File: src/rtl/cla_subtractor_pkg.sv
// Shared definitions for the pipelined carry-lookahead subtractor.
// Holds the default operand width and the stage-1 pipeline record layout.
package cla_pkg;

   localparam int CLA_WIDTH = 8;

   // Stage-1 record at the default width: propagate/generate vectors,
   // the inverted borrow-in (carry into bit 0), both operand sign bits and valid.
   typedef struct packed {
      logic [CLA_WIDTH-1:0] p;
      logic [CLA_WIDTH-1:0] g;
      logic                 c0;
      logic                 a_msb;
      logic                 b_msb;
      logic                 valid;
   } stage1_t;

endpackage

File: src/rtl/cla_subtractor_if.sv
// Operand/result handshake bundle for cla_subtractor.
// master = upstream producer and downstream consumer side, slave = the subtractor.
interface cla_subtractor_if
   import cla_pkg::*;
#(
   parameter int WIDTH = CLA_WIDTH
);

   logic             in_valid;
   logic             in_ready;
   logic [WIDTH-1:0] minuend;
   logic [WIDTH-1:0] subtrahend;
   logic             bin;
   logic             out_valid;
   logic             out_ready;
   logic [WIDTH-1:0] diff;
   logic             bout;
   logic             ovf;

   modport master (
      output in_valid, minuend, subtrahend, bin, out_ready,
      input  in_ready, out_valid, diff, bout, ovf
   );

   modport slave (
      input  in_valid, minuend, subtrahend, bin, out_ready,
      output in_ready, out_valid, diff, bout, ovf
   );

endinterface

File: src/rtl/cla_carry_gen.sv
// Purely combinational carry-lookahead network.
// Every carry is formed directly as a sum of products of g, p and c0, so no
// carry depends on a previously computed carry.
module cla_carry_gen
   import cla_pkg::*;
#(
   parameter int WIDTH = CLA_WIDTH
) (
   input  logic [WIDTH-1:0] p,
   input  logic [WIDTH-1:0] g,
   input  logic             c0,
   output logic [WIDTH:0]   c
);

   // Flattened lookahead: c[i+1] = g[i] | p[i]g[i-1] | ... | p[i..0]c0
   always_comb begin
      logic acc;
      logic prop;
      c    = '0;
      c[0] = c0;
      for (int i = 0; i < WIDTH; i++) begin
         acc  = g[i];
         prop = p[i];
         for (int j = i - 1; j >= 0; j--) begin
            acc  = acc | (prop & g[j]);
            prop = prop & p[j];
         end
         acc      = acc | (prop & c0);
         c[i + 1] = acc;
      end
   end

endmodule

File: src/rtl/cla_subtractor.sv
// Three-stage pipelined subtractor computing A - B - bin as A + ~B + ~bin
// with a carry-lookahead network, plus borrow-out and signed overflow.
// Optional macro CLA_SUBTRACTOR_SATURATE_EN clamps diff to zero on borrow.
module cla_subtractor
   import cla_pkg::*;
#(
   parameter int WIDTH = CLA_WIDTH
) (
   input logic             clk,
   input logic             reset,
   cla_subtractor_if.slave bus
);

   // Stage-1 record sized to this instance's width; same layout as cla_pkg::stage1_t.
   typedef struct packed {
      logic [WIDTH-1:0] p;
      logic [WIDTH-1:0] g;
      logic             c0;
      logic             a_msb;
      logic             b_msb;
      logic             valid;
   } stage1_rec_t;

   logic             en;
   stage1_rec_t      s1;
   logic [WIDTH:0]   cNext;
   logic [WIDTH:0]   s2Carry;
   logic [WIDTH-1:0] s2P;
   logic             s2AMsb;
   logic             s2BMsb;
   logic             s2Valid;
   logic [WIDTH-1:0] sumRaw;
   logic [WIDTH-1:0] diffNext;
   logic             boutNext;
   logic             ovfNext;
   logic [WIDTH-1:0] s3Diff;
   logic             s3Bout;
   logic             s3Ovf;
   logic             s3Valid;

   // One global enable: the whole pipe moves unless a result is waiting unclaimed.
   assign en            = !s3Valid || bus.out_ready;
   assign bus.in_ready  = en;
   assign bus.out_valid = s3Valid;
   assign bus.diff      = s3Diff;
   assign bus.bout      = s3Bout;
   assign bus.ovf       = s3Ovf;

   // Stage 1: form generate/propagate for A + ~B and the carry-in ~bin.
   always_ff @(posedge clk or negedge reset) begin
      if (!reset) begin
         s1 <= '0;
      end else if (en) begin
         s1.valid <= bus.in_valid;
         s1.p     <= bus.minuend ^ ~bus.subtrahend;
         s1.g     <= bus.minuend & ~bus.subtrahend;
         s1.c0    <= ~bus.bin;
         s1.a_msb <= bus.minuend[WIDTH-1];
         s1.b_msb <= bus.subtrahend[WIDTH-1];
      end
   end

   cla_carry_gen #(
      .WIDTH (WIDTH)
   ) u_carry_gen (
      .p  (s1.p),
      .g  (s1.g),
      .c0 (s1.c0),
      .c  (cNext)
   );

   // Stage 2: capture the lookahead carries; sign bits ride along for overflow.
   always_ff @(posedge clk or negedge reset) begin
      if (!reset) begin
         s2Carry <= '0;
         s2P     <= '0;
         s2AMsb  <= 1'b0;
         s2BMsb  <= 1'b0;
         s2Valid <= 1'b0;
      end else if (en) begin
         s2Carry <= cNext;
         s2P     <= s1.p;
         s2AMsb  <= s1.a_msb;
         s2BMsb  <= s1.b_msb;
         s2Valid <= s1.valid;
      end
   end

   // Final sum, borrow and overflow; overflow looks at the unclamped sum bit.
   always_comb begin
      sumRaw   = s2P ^ s2Carry[WIDTH-1:0];
      boutNext = ~s2Carry[WIDTH];
      ovfNext  = (s2AMsb != s2BMsb) && (sumRaw[WIDTH-1] != s2AMsb);
`ifdef CLA_SUBTRACTOR_SATURATE_EN
      diffNext = boutNext ? '0 : sumRaw;
`else
      diffNext = sumRaw;
`endif
   end

   // Stage 3: output register, frozen while a result waits for out_ready.
   always_ff @(posedge clk or negedge reset) begin
      if (!reset) begin
         s3Diff  <= '0;
         s3Bout  <= 1'b0;
         s3Ovf   <= 1'b0;
         s3Valid <= 1'b0;
      end else if (en) begin
         s3Diff  <= diffNext;
         s3Bout  <= boutNext;
         s3Ovf   <= ovfNext;
         s3Valid <= s2Valid;
      end
   end

endmodule

File: src/flat_wrapper.sv
// flat-port wrapper written by rule: the top's interface ports become plain ports
module cla_subtractor_flat import cla_pkg::*;
#(
   parameter int WIDTH = CLA_WIDTH
)
  (clk, reset, bus_in_valid, bus_minuend, bus_subtrahend, bus_bin, bus_out_ready, bus_in_ready, bus_out_valid, bus_diff, bus_bout, bus_ovf);
  cla_subtractor_if #(.WIDTH(WIDTH)) bus_i ();
  input logic clk;
  input logic reset;
  input wire logic [$bits(bus_i.in_valid)-1:0] bus_in_valid;
  input wire logic [$bits(bus_i.minuend)-1:0] bus_minuend;
  input wire logic [$bits(bus_i.subtrahend)-1:0] bus_subtrahend;
  input wire logic [$bits(bus_i.bin)-1:0] bus_bin;
  input wire logic [$bits(bus_i.out_ready)-1:0] bus_out_ready;
  output wire logic [$bits(bus_i.in_ready)-1:0] bus_in_ready;
  output wire logic [$bits(bus_i.out_valid)-1:0] bus_out_valid;
  output wire logic [$bits(bus_i.diff)-1:0] bus_diff;
  output wire logic [$bits(bus_i.bout)-1:0] bus_bout;
  output wire logic [$bits(bus_i.ovf)-1:0] bus_ovf;
  assign bus_i.in_valid = bus_in_valid;
  assign bus_i.minuend = bus_minuend;
  assign bus_i.subtrahend = bus_subtrahend;
  assign bus_i.bin = bus_bin;
  assign bus_i.out_ready = bus_out_ready;
  assign bus_in_ready = bus_i.in_ready;
  assign bus_out_valid = bus_i.out_valid;
  assign bus_diff = bus_i.diff;
  assign bus_bout = bus_i.bout;
  assign bus_ovf = bus_i.ovf;
  cla_subtractor #(.WIDTH(WIDTH)) u_core (.clk(clk), .reset(reset), .bus(bus_i));
endmodule
File: config.mk
export PLATFORM = sky130hd
export DESIGN_NAME = cla_subtractor_flat
export DESIGN_NICKNAME = d
export VERILOG_FILES = /design/src/rtl/cla_subtractor_pkg.sv /design/src/rtl/cla_subtractor_if.sv /design/src/rtl/cla_carry_gen.sv /design/src/rtl/cla_subtractor.sv /design/src/flat_wrapper.sv
export SDC_FILE = /design/constraint.sdc
export NUM_CORES = 1
export LEC_CHECK = 0
export ABC_CLOCK_PERIOD_IN_PS = 3600
export BUFFER_PORTS_ARGS = -buffer_cell sky130_fd_sc_hd__buf_2
export CAP_MARGIN = 10
export CORE_MARGIN = 10
export CORE_UTILIZATION = 60
export DETAILED_ROUTE_END_ITERATION = 8
export PLACE_DENSITY_LB_ADDON = 0.05
export SYNTH_ARGS = -nofsm -noshare
export SYNTH_HDL_FRONTEND = slang
export SYNTH_SLANG_ARGS = --single-unit
File: constraint.sdc
create_clock -name clk -period 3.6 [get_ports clk]
set_input_delay 0.18 -clock clk [delete_from_list [all_inputs] [get_ports clk]]
set_output_delay 0.18 -clock clk [all_outputs]
set_load 0.05 [all_outputs]
# == Yosys cells after proc, flatten, opt, wreduce, memory -nomap -nowiden ==
# Cells that the tools add are included.
# word_totals
ff_bits,51
inputBits,21
out_inout_bits,12
wordCells,126
# op_classes
n_eq_ne,2
bitwise_logic,106
n_reduce_logical,3
# ops
cell,count
1-bit bitwise AND,64
1-bit OR,36
8-bit bitwise XOR,2
8-bit bitwise AND,1
8-bit NOT,1
1-bit != test,2
1-bit NOT,2
1-bit logical AND,1
1-bit logical NOT,1
1-bit logical OR,1

# == Logic depth before layout (Yosys ltp) ==
# logic_depth
depth_word,9
ltp_mapped,5
ltp_nobuf,5

# == Hierarchy ==
# A second synthesis with hierarchy kept.
# unflattened
hier_cells,164
area_unflattened_um2,2248.4
# modules_own_cells
module,n_inst,cells_per_inst,area_each_um2,seq_area_each_um2
cla_subtractor,1,147,2117.0,1276.2
cla_carry_gen,1,17,131.4,0.0

# == Worst setup path after synthesis ==
# OpenSTA, ideal clock, no wires.
# synth_path
path_type,register to register
from,"register u_core.s3Valid, in the netlist u_core.bus.out_valid"
to,"register u_core.s3Diff[2], in the netlist u_core.bus.diff[2]"
setup_time_ps,164
arrival_time_ps,1821
t_required_ps,3436
setup_slack_ps,1615
path_stages_with_launch,6
path_buffers,3
synth_period_minus_slack_ps,1985
cell_sequence,dfrtp_1 -> nand2b_1 -> buf_2 -> buf_2 -> buf_1 -> a21oi_1
# synth_via
elab_chain_cells,2
# synth_rtl
element,line_no,text
from (decl),cla_subtractor.sv:39,logic s3Valid;
from (signal assigned),cla_subtractor.sv:112,s3Valid <= s2Valid;
1-bit logical NOT,cla_subtractor.sv:42,assign en = !s3Valid || bus.out_ready;
1-bit logical OR,cla_subtractor.sv:42,
net bus_in_ready,flat_wrapper.sv:15,output wire logic [$bits(bus_i.in_ready)-1:0] bus_in_ready;
to (signal assigned),cla_subtractor.sv:109,s3Diff <= diffNext;
to (decl),cla_subtractor.sv:36,logic [WIDTH-1:0] s3Diff;
# The timed path passes the listed nets, and every way through them passes these cells.
# A chain may end at the register's enable or synchronous reset.

# == Worst setup path in the final report ==
# layout_path
from,"register u_core.s3Valid, in the netlist u_core.bus.out_valid"
to,register u_core.s2Valid
# layout_via
elab_chain_cells,2
# layout_rtl
element,line_no,text
1-bit logical NOT,cla_subtractor.sv:42,
1-bit logical OR,cla_subtractor.sv:42,
to (signal assigned),cla_subtractor.sv:85,s2Valid <= s1.valid;
to (decl),cla_subtractor.sv:31,logic s2Valid;
# No other way between the ends.

==> run metrics <==
post-route minimum period=1.88 ns; leakage dissipation=roughly 1.1 nW; Critical Path Sink=u_core.s2Valid$_DFFE_PN0P_; crit-path max cell delay=0.49 ns; CP Launch Point=u_core.bus.out_valid$_DFFE_PN0P_; Setup WS post-layout=1.72 ns; violated checks=hold timing; final cell count without fillers=254; via count=1342; status=finished, violations left; Post-Route WL=3.57 mm; initial antenna violation count=0; vias per cell=5.28; WL per Instance=14.1 um; cell area after synthesis=0.00217 mm^2; Die Wd=~80 um; Slew @ Worst Pin=around 1.1 ns; DR iter-0 viols=69; CP Class=reg2reg; Clock Skews=0.0155 ns; GRT Overall Usage=11.9%; final setup vio count=0; Syn Area/Cell=12.5 um^2; flop2flop setup slack=between 1.5 and 2 ns; nets=236; global-route wire length before repair=6.07 mm; Max stage delay cell, worst path=nand2b_2; Area after DPL=0.00236 mm^2; unrepaired setup endpoints after global routing=false; H-tree Lvls=2; VDD IR max=0.400 mV; PortBufs=32; Hold WS=-0.0112 ns; Site Rows=21; maxcap violations=0; Synth-to-Final Area Change=12.5%; fin. max-slew vios=0; R2R Path End=u_core.s2Valid$_DFFE_PN0P_; WP data required=3.87 ns; antenna-violating nets left=0; clock-pin transition on the worst setup and hold timing paths=0.15 ns; reg2reg start=u_core.bus.out_valid$_DFFE_PN0P_; setup_tns=0 ns; DPL Wire Length=2.54 mm; DRT Pass-1 Iters=4; Arr. time, crit path=2.15 ns; number of global-route vias before repair=1374; TritonCTS Buffers=5; worst-path cell chain=nand2b_2, buf_4, mux2_2; final hold violations=29; share of cells above drive strength 1=between 30% and 40%; placed cell count=245; Slew Limit Headroom=28.8%; FMAX=531 MHz; Root Driver=clkbuf_4; register area share after synthesis=58.9%; Yosys warnings=0; clock sinks=51; #FFs+latches synth=51; pre-CTS setup slack=1.73 ns; CTS tree=done; syn_nets=203; Hold WC Path Type=in2async; Reg2Reg Depth=3; pin count of the biggest net entering global routing=52; Distinct cells, synth=23; Initial Util=63.4%; Post-Syn Instances=174; # IOs=33; Core Area=0.00342 mm^2; DRC=0; worst-skew pair later-pin latency=0.37 ns; critical path fanouts, max=38; Crit. End Element=flip-flop; Die H=approximately 80 um; Post-CTS Setup Inserts=0; startpoint types=flip-flop; Antenna Cells=0; Die ar.=0.00642 mm^2; Longest Clk Path Bufs=2; grt ovf=0; PwrDens=753 mW/mm^2; Final period util=52.3%; final instance area=0.00244 mm^2; RD Place Congestion=0.758
worst max-delay path: cells and delay by family (launching register included):
family | cells | cell delay, ns
and+or+nand+nor | 1 | 0.49
buffers and inverters | 1 | 0.48
DFF | 1 | 0.41
muxes | 1 | 0.39
placed cells by master (no fill, tap or decap), types with 2 or more instances in the layout:
cell	netlist	routed
nand2_1	4	4
clkbuf_4	0	5
mux2_2	30	30
xnor2_1	8	8
ha_1	8	8
a31oi_1	3	3
dfrtp_1	51	51
inv_1	10	10
nor2_1	20	20
o21a_1	2	2
buf_2	4	32
a21oi_1	15	15
o21ai_0	5	5
cells by family after synthesis:
family | after synthesis | synth area share, %
flip-flops | 51 | 58.9
XOR/XNOR | 8 | 3.23
multiplexers | 30 | 15.6
AND/OR/NAND/NOR | 28 | 5.48
adder cells (fa/ha/maj) | 8 | 4.62
AO/OA/AOI/OAI | 31 | 8.83
buffers and inverters | 18 | 3.35
metal layers:
layer	part of all wire (%)	GRT usage [%]	up-vias	wire length, um
met3	4.9	3.90	7	175
li1	-	-	656	-
met1	43	13.3	653	1550
met2	50	20.1	26	1790
met4	1.7	5.63	0	59
met5	0	0	-	0
state kept, by name, indices dropped and copies added, names as in the netlist:
| name | cells |
|---|---|
| u_core.s2Carry | 9 |
| u_core.bus.bout | 1 |
| u_core.s1 | 20 |
| u_core.s2AMsb | 1 |
| u_core.s2BMsb | 1 |
| u_core.bus.ovf | 1 |
| u_core.bus.diff | 8 |
| u_core.s2Valid | 1 |
| u_core.s2P | 8 |
| u_core.bus.out_valid | 1 |
cells in the mapped netlist, drive strengths merged:
cell type / n / area share, %
a21oi: 15 / 3.5
o31a: 1 / 0.40
a211oi: 1 / 0.58
o221a: 1 / 0.52
xnor2: 8 / 3.2
a31oi: 3 / 0.87
nand2b: 2 / 0.58
o21ai: 5 / 1.2
nand2: 4 / 0.69
dfrtp: 51 / 59
inv: 10 / 1.7
nand3b: 1 / 0.35
o21a: 2 / 0.69
or3b: 1 / 0.40
buf: 5 / 1.1
a31o: 1 / 0.40
clkbuf: 3 / 0.52
nor2: 20 / 3.5
a21o: 2 / 0.75
ha: 8 / 4.6
mux2: 30 / 16
how the worst min path moves through the flow:
stage                              start                           to  slack (ns)  depth (start not counted)
after global placement           bus_bin     u_core.s1[3]$_DFFE_PN0P_        0.35                          2
final                              reset    u_core.s1[16]$_DFFE_PN0P_       -0.01                          1
after detailed placement         bus_bin     u_core.s1[3]$_DFFE_PN0P_        0.35                          2
after floorplan                    reset  u_core.bus.bout$_DFFE_PN0P_       -0.12                          0
after CTS                          reset    u_core.s1[16]$_DFFE_PN0P_        0.02                          1
after global routing      bus_minuend[7]     u_core.s1[2]$_DFFE_PN0P_        0.03                          2
timing repair:
item / in CTS / in global routing
endpoints found under the setup margin: 0 / 0
hold buffers: 1 / 0
endpoints found under the hold margin: 1 / 0
resized for setup: 0 / 0
final cells by class:
| cell class | instances | area [um^2] |
|---|---|---|
| repair buffers | 34 | 178 |
| inverters | 10 | 37.5 |
| clock inverters | 2 | 16.3 |
| clock buffers | 6 | 51.3 |
| well taps | 46 | 57.6 |
| flip-flops and latches | 51 | 1280 |
| multi-input cells | 105 | 821 |
| fillers | 258 | 978 |
through the flow:
| stage | util, % | power (mW) |
|---|---|---|
| after floorplan | - | 1.42 |
| after global placement | 69.1 | 1.55 |
| after detailed placement | 69.1 | 1.58 |
| after CTS | 71.4 | 1.86 |
| after global routing | 71.4 | 1.96 |
| final | 71.4 | 1.84 |
power breakdown:
group          switching (mW)  leakage, nW  total, mW  internal [mW]
logic                   0.416        0.501      0.677          0.261
registers               0.126        0.600      0.885          0.759
clock network           0.177       0.0345      0.274         0.0965
total                   0.719         1.14       1.84           1.12
Power figures use the tool's default switching activity.
